[src/rtl/mem_port_arbiter.sv]
// rtl/mem_port_arbiter.sv - two-requester arbiter for a shared single-port memory (optional round-robin tie-break via ARB_RR_EN)
//
// Two requesters share one single-port memory: instruction fetch (IF, read
// only) and data memory (DM, read or write). One transaction runs at a time.
// The FSM steps IDLE -> ACCESS (WAIT_CYCLES strobe cycles) -> RESP (one ack
// cycle) -> IDLE. Every output is a flop, so the memory strobes begin one
// cycle after the request is sampled.
//
// Build option:
//   ARB_RR_EN undefined : a tie goes to DM (fixed priority).
//   ARB_RR_EN defined   : a tie goes to the requester that was not granted
//                         last. Reset treats DM as granted last.
module mem_port_arbiter #(
  parameter int WAIT_CYCLES = 2,
  parameter int ADDR_W      = 32,
  parameter int DATA_W      = 32
) (
  input  logic              i_clk,
  input  logic              i_rst_n,
  input  logic              i_if_req,
  input  logic [ADDR_W-1:0] i_if_addr,
  output logic              o_if_ack,
  output logic [DATA_W-1:0] o_if_rdata,
  input  logic              i_dm_req,
  input  logic              i_dm_we,
  input  logic [ADDR_W-1:0] i_dm_addr,
  input  logic [DATA_W-1:0] i_dm_wdata,
  output logic              o_dm_ack,
  output logic [DATA_W-1:0] o_dm_rdata,
  output logic [ADDR_W-1:0] o_mem_addr,
  output logic [DATA_W-1:0] o_mem_wdata,
  output logic              o_mem_rd,
  output logic              o_mem_wr,
  input  logic [DATA_W-1:0] i_mem_rdata,
  output logic [1:0]        o_grant,
  output logic              o_busy
);

  localparam logic [1:0] ST_IDLE   = 2'd0;
  localparam logic [1:0] ST_ACCESS = 2'd1;
  localparam logic [1:0] ST_RESP   = 2'd2;

  localparam logic [1:0] GRANT_NONE = 2'b00;
  localparam logic [1:0] GRANT_IF   = 2'b01;
  localparam logic [1:0] GRANT_DM   = 2'b10;

  // Counter value on the final strobe cycle.
  localparam logic [3:0] LAST_CNT = 4'(WAIT_CYCLES - 1);

  logic [1:0]        state_q;
  logic [3:0]        cnt_q;
  logic [1:0]        grant_q;
  logic              we_q;
  logic              busy_q;
  logic              mem_rd_q;
  logic              mem_wr_q;
  logic              if_ack_q;
  logic              dm_ack_q;
  logic [ADDR_W-1:0] mem_addr_q;
  logic [DATA_W-1:0] mem_wdata_q;
  logic [DATA_W-1:0] rdata_q;

  // Arbitration result for the current cycle. This value is used only when
  // the FSM is in IDLE and at least one request is high.
  logic pick_dm;

`ifdef ARB_RR_EN
  logic last_dm_q;

  // Round-robin tie-break: on a tie, DM wins only when IF was granted last.
  always_comb begin
    pick_dm = 1'b0;
    if (i_dm_req && (!i_if_req || !last_dm_q)) begin
      pick_dm = 1'b1;
    end
  end

  // Record the most recent winner on every new grant.
  always_ff @(posedge i_clk) begin
    if (!i_rst_n) begin
      last_dm_q <= 1'b1;
    end else if (state_q == ST_IDLE && (i_if_req || i_dm_req)) begin
      last_dm_q <= pick_dm;
    end
  end
`else
  // Fixed priority: DM wins whenever it is requesting.
  always_comb begin
    pick_dm = i_dm_req;
  end
`endif

  // Transaction FSM: latch the winner, strobe memory, then acknowledge.
  always_ff @(posedge i_clk) begin
    if (!i_rst_n) begin
      state_q     <= ST_IDLE;
      cnt_q       <= 4'd0;
      grant_q     <= GRANT_NONE;
      we_q        <= 1'b0;
      busy_q      <= 1'b0;
      mem_rd_q    <= 1'b0;
      mem_wr_q    <= 1'b0;
      if_ack_q    <= 1'b0;
      dm_ack_q    <= 1'b0;
      mem_addr_q  <= '0;
      mem_wdata_q <= '0;
      rdata_q     <= '0;
    end else begin
      case (state_q)
        ST_IDLE: begin
          if (i_if_req || i_dm_req) begin
            state_q <= ST_ACCESS;
            cnt_q   <= 4'd0;
            busy_q  <= 1'b1;
            if (pick_dm) begin
              grant_q     <= GRANT_DM;
              we_q        <= i_dm_we;
              mem_addr_q  <= i_dm_addr;
              mem_wdata_q <= i_dm_wdata;
              mem_rd_q    <= !i_dm_we;
              mem_wr_q    <= i_dm_we;
            end else begin
              // Fetches are always reads; the write-data bus keeps its
              // previous value because the memory ignores it on a read.
              grant_q    <= GRANT_IF;
              we_q       <= 1'b0;
              mem_addr_q <= i_if_addr;
              mem_rd_q   <= 1'b1;
              mem_wr_q   <= 1'b0;
            end
          end
        end

        ST_ACCESS: begin
          if (cnt_q == LAST_CNT) begin
            // Memory read data is valid only on the final strobe cycle.
            state_q  <= ST_RESP;
            mem_rd_q <= 1'b0;
            mem_wr_q <= 1'b0;
            if (!we_q) begin
              rdata_q <= i_mem_rdata;
            end
            if_ack_q <= (grant_q == GRANT_IF);
            dm_ack_q <= (grant_q == GRANT_DM);
          end else begin
            cnt_q <= cnt_q + 4'd1;
          end
        end

        ST_RESP: begin
          // The ack is issued even if the requester has dropped its request.
          state_q  <= ST_IDLE;
          if_ack_q <= 1'b0;
          dm_ack_q <= 1'b0;
          grant_q  <= GRANT_NONE;
          busy_q   <= 1'b0;
        end

        default: begin
          state_q  <= ST_IDLE;
          mem_rd_q <= 1'b0;
          mem_wr_q <= 1'b0;
          if_ack_q <= 1'b0;
          dm_ack_q <= 1'b0;
          grant_q  <= GRANT_NONE;
          busy_q   <= 1'b0;
        end
      endcase
    end
  end

  assign o_if_ack    = if_ack_q;
  assign o_dm_ack    = dm_ack_q;
  assign o_if_rdata  = rdata_q;
  assign o_dm_rdata  = rdata_q;
  assign o_mem_addr  = mem_addr_q;
  assign o_mem_wdata = mem_wdata_q;
  assign o_mem_rd    = mem_rd_q;
  assign o_mem_wr    = mem_wr_q;
  assign o_grant     = grant_q;
  assign o_busy      = busy_q;

endmodule

[config.mk]
export PLATFORM = sky130hd
export DESIGN_NAME = mem_port_arbiter
export DESIGN_NICKNAME = d
export VERILOG_FILES = /design/src/rtl/mem_port_arbiter.sv
export SDC_FILE = /design/constraint.sdc
export NUM_CORES = 1
export LEC_CHECK = 0
export ABC_CLOCK_PERIOD_IN_PS = 1400
export BUFFER_PORTS_ARGS = -buffer_cell sky130_fd_sc_hd__buf_2
export CAP_MARGIN = 20
export CORE_MARGIN = 1
export CORE_UTILIZATION = 40
export DETAILED_ROUTE_END_ITERATION = 6
export PLACE_DENSITY = 0.77
export SYNTH_ARGS = -nofsm -noshare
export SYNTH_HDL_FRONTEND = slang
export SYNTH_SLANG_ARGS = --single-unit
[constraint.sdc]
create_clock -name i_clk -period 1.4 [get_ports i_clk]
set_input_delay 0.28 -clock i_clk [delete_from_list [all_inputs] [get_ports i_clk]]
set_output_delay 0.28 -clock i_clk [all_outputs]
set_load 0.02 [all_outputs]
Word level (Yosys, flattened, before mapping)
Index checks and enable logic that the tools add are counted.
{ "totals": {"in_bits": 133, "wordCells": 60, "output_inout_bits": 135, "regBits": 110} }
{ "classes": {"reduce_logical": 12, "n_eq_ne": 8, "n_mux": 23, "bitwise": 4, "addsub": 1} }
{ "op_table": {"columns": ["cell", "count"], "rows": [
  ["32-bit two-way mux", 1],
  ["3-bit AND reduction", 4],
  ["1-bit two-way mux", 8],
  ["2-bit two-way mux", 4],
  ["4-bit two-way mux", 2],
  ["2-bit one-hot mux with 2 select lines", 2],
  ["4-bit one-hot mux with 2 select lines", 1],
  ["2-bit AND reduction", 4],
  ["2-bit != test (second input constant)", 3],
  ["1-bit one-hot mux with 2 select lines", 3],
  ["1-bit one-hot mux with 3 select lines", 2],
  ["4-bit by 1-bit adder with 4-bit output (second input constant)", 1],
  ["2-bit by 1-bit == test with 1-bit output (second input constant)", 2],
  ["2-bit == test (second input constant)", 2],
  ["4-bit by 1-bit == test with 1-bit output (second input constant)", 1],
  ["1-bit inverter", 4],
  ["2-bit zero test", 1],
  ["2-bit nonzero test", 1],
  ["1-bit zero test", 1],
  ["1-bit logical OR", 1]
]} }

Longest topological paths before layout
{ "logic_depth": {"depth_word": 4, "depth_mapped": 7, "ltp_nobuf": 6} }

Least setup slack after synthesis
No wires, ideal clock.
{ "synth_path": {"kind": "flip-flop to flip-flop", "start": "register cnt_q[0]", "end": "register rdata_q[1], in the netlist o_dm_rdata[1]", "path_buffers": 1, "path_slack_ns": -0.181, "synth_period_minus_slack_ns": 1.581, "required_ns": 1.334, "stages_incl_launch_ff": 7, "arrival_time_ns": 1.515, "setup_time_ns": 0.066, "cell_sequence": "dfxtp_1 -> ha_1 -> nor3b_2 -> nor3b_4 -> buf_6 -> nand2_1 -> a21boi_2"} }
{ "synth_between": {"elab_chain_cells": 2} }
{ "synth_lines": {"columns": ["item", "line", "text"], "rows": [
  ["start, declared", "51", "logic [3:0] cnt_q;"],
  ["start signal, assigned", "146", "cnt_q <= cnt_q + 4'd1;"],
  ["4-bit by 1-bit == test with 1-bit output", "135", "if (cnt_q == LAST_CNT) begin"],
  ["3-bit AND reduction (no source line)", null, null],
  ["end signal, assigned", "141", "rdata_q <= i_mem_rdata;"],
  ["end, declared", "61", "logic [DATA_W-1:0] rdata_q;"]
]} }
No other way between the ends.
A chain may end at the register's enable or synchronous reset.

Final worst setup path
{ "layout_path": {"start": "register cnt_q[1]", "end": "register rdata_q[22], in the netlist o_dm_rdata[22]"} }
Same word-level chain as after synthesis.

==> flow_metrics.env <==
export IMPL_die_height_um=112.0
export IMPL_layout_min_cycle_time_ns=1.487
export IMPL_core_area_mm2=0.01161
export IMPL_worst_hold_slack_ns=0.1726
export IMPL_ctsRootBufferMaster="clkbuf_16"
export IMPL_die_area_mm2=0.01254
export IMPL_worstSetupPathType="register to register"
export IMPL_cts_max_level=3
export IMPL_count_of_state_elements_after_synthesis=110
export IMPL_endpoint_kind="register"
export IMPL_maximum_number_of_pins_on_one_net_before_global_route_repair=69
export IMPL_max_frequency_mhz=672.7
export IMPL_peakVddDrop_mv=0.5913
export IMPL_drt_iter0_markers=245
export IMPL_worstMarginPinSlew_ns=0.2809
export IMPL_final_antenna_net_count=0
export IMPL_hold_viol_final=0
export IMPL_worst_hold_path_type="input pin to register"
export IMPL_critical_path_reg2reg_endpoint="o_dm_rdata[22]$_SDFFE_PN0P_"
export IMPL_fin_crit_sh=1.062
export IMPL_fin_area_mm2=0.006685
export IMPL_drc=20
export IMPL_vias_in_the_first_global_route=4103
export IMPL_power_static_leakage_nw=3.537
export IMPL_hold_path_end="o_dm_rdata[23]$_SDFFE_PN0P_"
export IMPL_r2r_setup_slk_ns=-0.09
export IMPL_path_clk_slew_ns=0.07
export IMPL_syn_instance_count=529
export IMPL_antenna_diode_count=0
export IMPL_worst_path_buf_inv=3
export IMPL_ctsLongestPathBuffers=2
export IMPL_grt_pass1_wl_um=19540
export IMPL_floorplan_rows=39
export IMPL_placement_cell_area_mm2=0.006193
export IMPL_hold_start="i_mem_rdata[23]"
export IMPL_initial_core_utilization=0.4167
export IMPL_synth_warnings=0
export IMPL_gp_congestion=0.7763
export IMPL_worst_hold_path_num_cells=3
export IMPL_synth_net_count=664
export IMPL_synth_cell_types=31
export IMPL_worst_skew_pair_late_latency_ns=0.34
export IMPL_cp_max_fo=8
export IMPL_synth_enable_flop_cells=0
export IMPL_synth_area_per_cell_um2=9.149
export IMPL_layout_common_cells="267 x buf_2, 153 x nand2_1, 106 x dfxtp_1"
export IMPL_drt_pre_antenna_iters=7
export IMPL_regToRegStartpoint="cnt_q[1]$_SDFFE_PN0P_"
export IMPL_antenna_found_initial=0
export IMPL_overflow=0
export IMPL_post_synth_instance_area_mm2=0.004840
export IMPL_post_route_worst_setup_slack_ns=-0.08651
export IMPL_ys_async_sr_fraction=0
export IMPL_syn2layout_area_growth_pct=38.13
export IMPL_worst_endpoint_arrival_ns=1.77
export IMPL_maxCapViolCount=0
export IMPL_drv_slew=0
export IMPL_cts_hold_buf=0
export IMPL_cp_slowest_cell="dfxtp_2"
export IMPL_detail_route_wirelength_um=12260
export IMPL_mostFrequentLayoutCell="buf_2"
export IMPL_via_count=4369
export IMPL_post_drt_wl_per_cell_um=13.44
export IMPL_grt_setup_unrepaired="true"
export IMPL_final_cell_count_no_fill=912
export IMPL_place_hpwl_um=8606
export IMPL_power_density_mw_per_mm2=1131
export IMPL_total_power_w=0.007560
export IMPL_io_pins=268
export IMPL_crit_family="simple AND/OR/NAND/NOR gates"
export IMPL_timing_critical_path_slowest_cell_delay_ns=0.32
export IMPL_average_via_count_per_standard_cell=4.791
export IMPL_critical_path_most_common_cell="nor3b_4"
export IMPL_timing_critical_path_from_type="register"
export IMPL_yosys_most_used_dff="dfxtp_1"
export IMPL_postLayoutCoreUtil=0.5756
export IMPL_final_net_count=899
export IMPL_final_layout_size_suffix_gt1_frac=0.4824
export IMPL_r2r_cells=8
export IMPL_setup_viol=34
export IMPL_run_status="finished with violations"
export IMPL_die_w_um=112.0
export IMPL_dp_cells=888
export IMPL_failed_checks="DRC, setup timing"
export IMPL_path_cells="inv_2 -> ha_4 -> nor3b_4 -> nor3b_4 -> buf_6 -> buf_12 -> nand2_1 -> a21boi_2"
export IMPL_slew_headroom=0.8120
export IMPL_fin_worst_skew_ns=0.006654
export IMPL_cts_sink_count=110
export IMPL_critical_path_required_ns=1.68
export IMPL_synth_seq_area_share=0.4550
export IMPL_cts_inserted_buffers=9
export IMPL_io_buffers=267
export IMPL_clock_tree_from_tritoncts="built"
export IMPL_grt_usage=0.1942
==> area by class of cell <==
class / instances / area, um^2
fillers: 1062 / 4928
multi-input cells: 347 / 2313
flip-flops and latches: 110 / 2210
repair buffers: 294 / 1694
clock buffers: 9 / 225.2
well taps: 143 / 178.9
clock inverters: 7 / 56.30
inverters: 2 / 7.507
==> layer usage <==
| layer | track usage | share of wire | up-vias |
|---|---|---|---|
| met5 | 0 | 0 | - |
| met4 | 0.07556 | 0.017 | 0 |
| met3 | 0.04627 | 0.067 | 16 |
| met2 | 0.3503 | 0.49 | 176 |
| met1 | 0.2206 | 0.42 | 1974 |
| li1 | - | - | 2203 |
==> synth_stat cells, types with 2 or more instances <==
library cell / instances / area [um^2]
inv_1: 2 / 7.510
a21boi_0: 35 / 262.8
nor2b_1: 5 / 31.28
and3_1: 2 / 12.51
nand2_1: 166 / 623.1
nand3b_1: 3 / 22.52
buf_2: 8 / 40.04
dfxtp_1: 110 / 2202
buf_4: 36 / 270.3
a21oi_1: 6 / 30.03
a31o_2: 2 / 17.52
o211a_1: 32 / 320.3
mux2i_1: 32 / 320.3
buf_6: 3 / 33.78
nor3_1: 4 / 20.02
o21a_1: 2 / 15.01
nor2_1: 10 / 37.54
clkbuf_1: 23 / 86.33
nand4b_1: 2 / 17.52
a21boi_2: 30 / 337.8
ha_1: 2 / 25.02
o21ai_0: 2 / 10.01
nand2b_1: 4 / 25.02
==> logic make-up after synthesis <==
family,share of synthesized area
AO/OA/AOI/OAI,0.2066
adder cells (fa/ha/maj),0.005170
buffers and inverters,0.09049
flip-flops,0.4550
multiplexers,0.06618
AND/OR/NAND/NOR,0.1766
==> sequential cells by signal, indices dropped and copies added, names as in the netlist <==
signal and count:
o_mem_wdata 32, o_mem_wr 1, o_dm_ack 1, o_mem_rd 1
o_grant 2, state_q 2, o_if_ack 1, o_mem_addr 32
we_q 1, cnt_q 4, o_busy 1, o_dm_rdata 32
==> metrics by stage <==
step / setup TNS, ns / worst slack (ns)
after floorplan: -2.543 / -0.08651
after global placement: -0.1420 / -0.01985
after detailed placement: -2.380 / -0.1428
after CTS: -3.590 / -0.1333
after global routing: -5.973 / -0.1927
final: -2.131 / -0.08651
==> how the worst max path moves through the flow <==
stage,startpoint,end,slack (ns),depth (start not counted)
detailed placement,cnt_q[1]$_SDFFE_PN0P_,o_dm_rdata[31]$_SDFFE_PN0P_,-0.14,7
global placement,cnt_q[1]$_SDFFE_PN0P_,o_dm_rdata[31]$_SDFFE_PN0P_,-0.02,7
floorplan,cnt_q[1]$_SDFFE_PN0P_,o_dm_rdata[1]$_SDFFE_PN0P_,-0.09,7
global route,cnt_q[1]$_SDFFE_PN0P_,o_dm_rdata[9]$_SDFFE_PN0P_,-0.19,8
finish,cnt_q[1]$_SDFFE_PN0P_,o_dm_rdata[22]$_SDFFE_PN0P_,-0.09,8
CTS,cnt_q[1]$_SDFFE_PN0P_,o_dm_rdata[25]$_SDFFE_PN0P_,-0.13,9
==> power by group <==
group	total, W	switching [W]	internal [W]
logic	0.00164	0.000925	0.000719
clock network	0.00243	0.00120	0.00123
registers	0.00349	0.000129	0.00336
total	0.00756	0.00225	0.00531
==> what timing repair did <==
action,CTS,global route
cloned,2,2
setup endpoints to repair,33,95
resized for setup,7,27
pin swaps,0,6
setup buffers,6,0
==> worst min-delay path, stage by stage <==
cell	delay, ns
buf_2	0.10
nand2_2	0.05
a21boi_2	0.04
(Power assumes the default switching activity.)
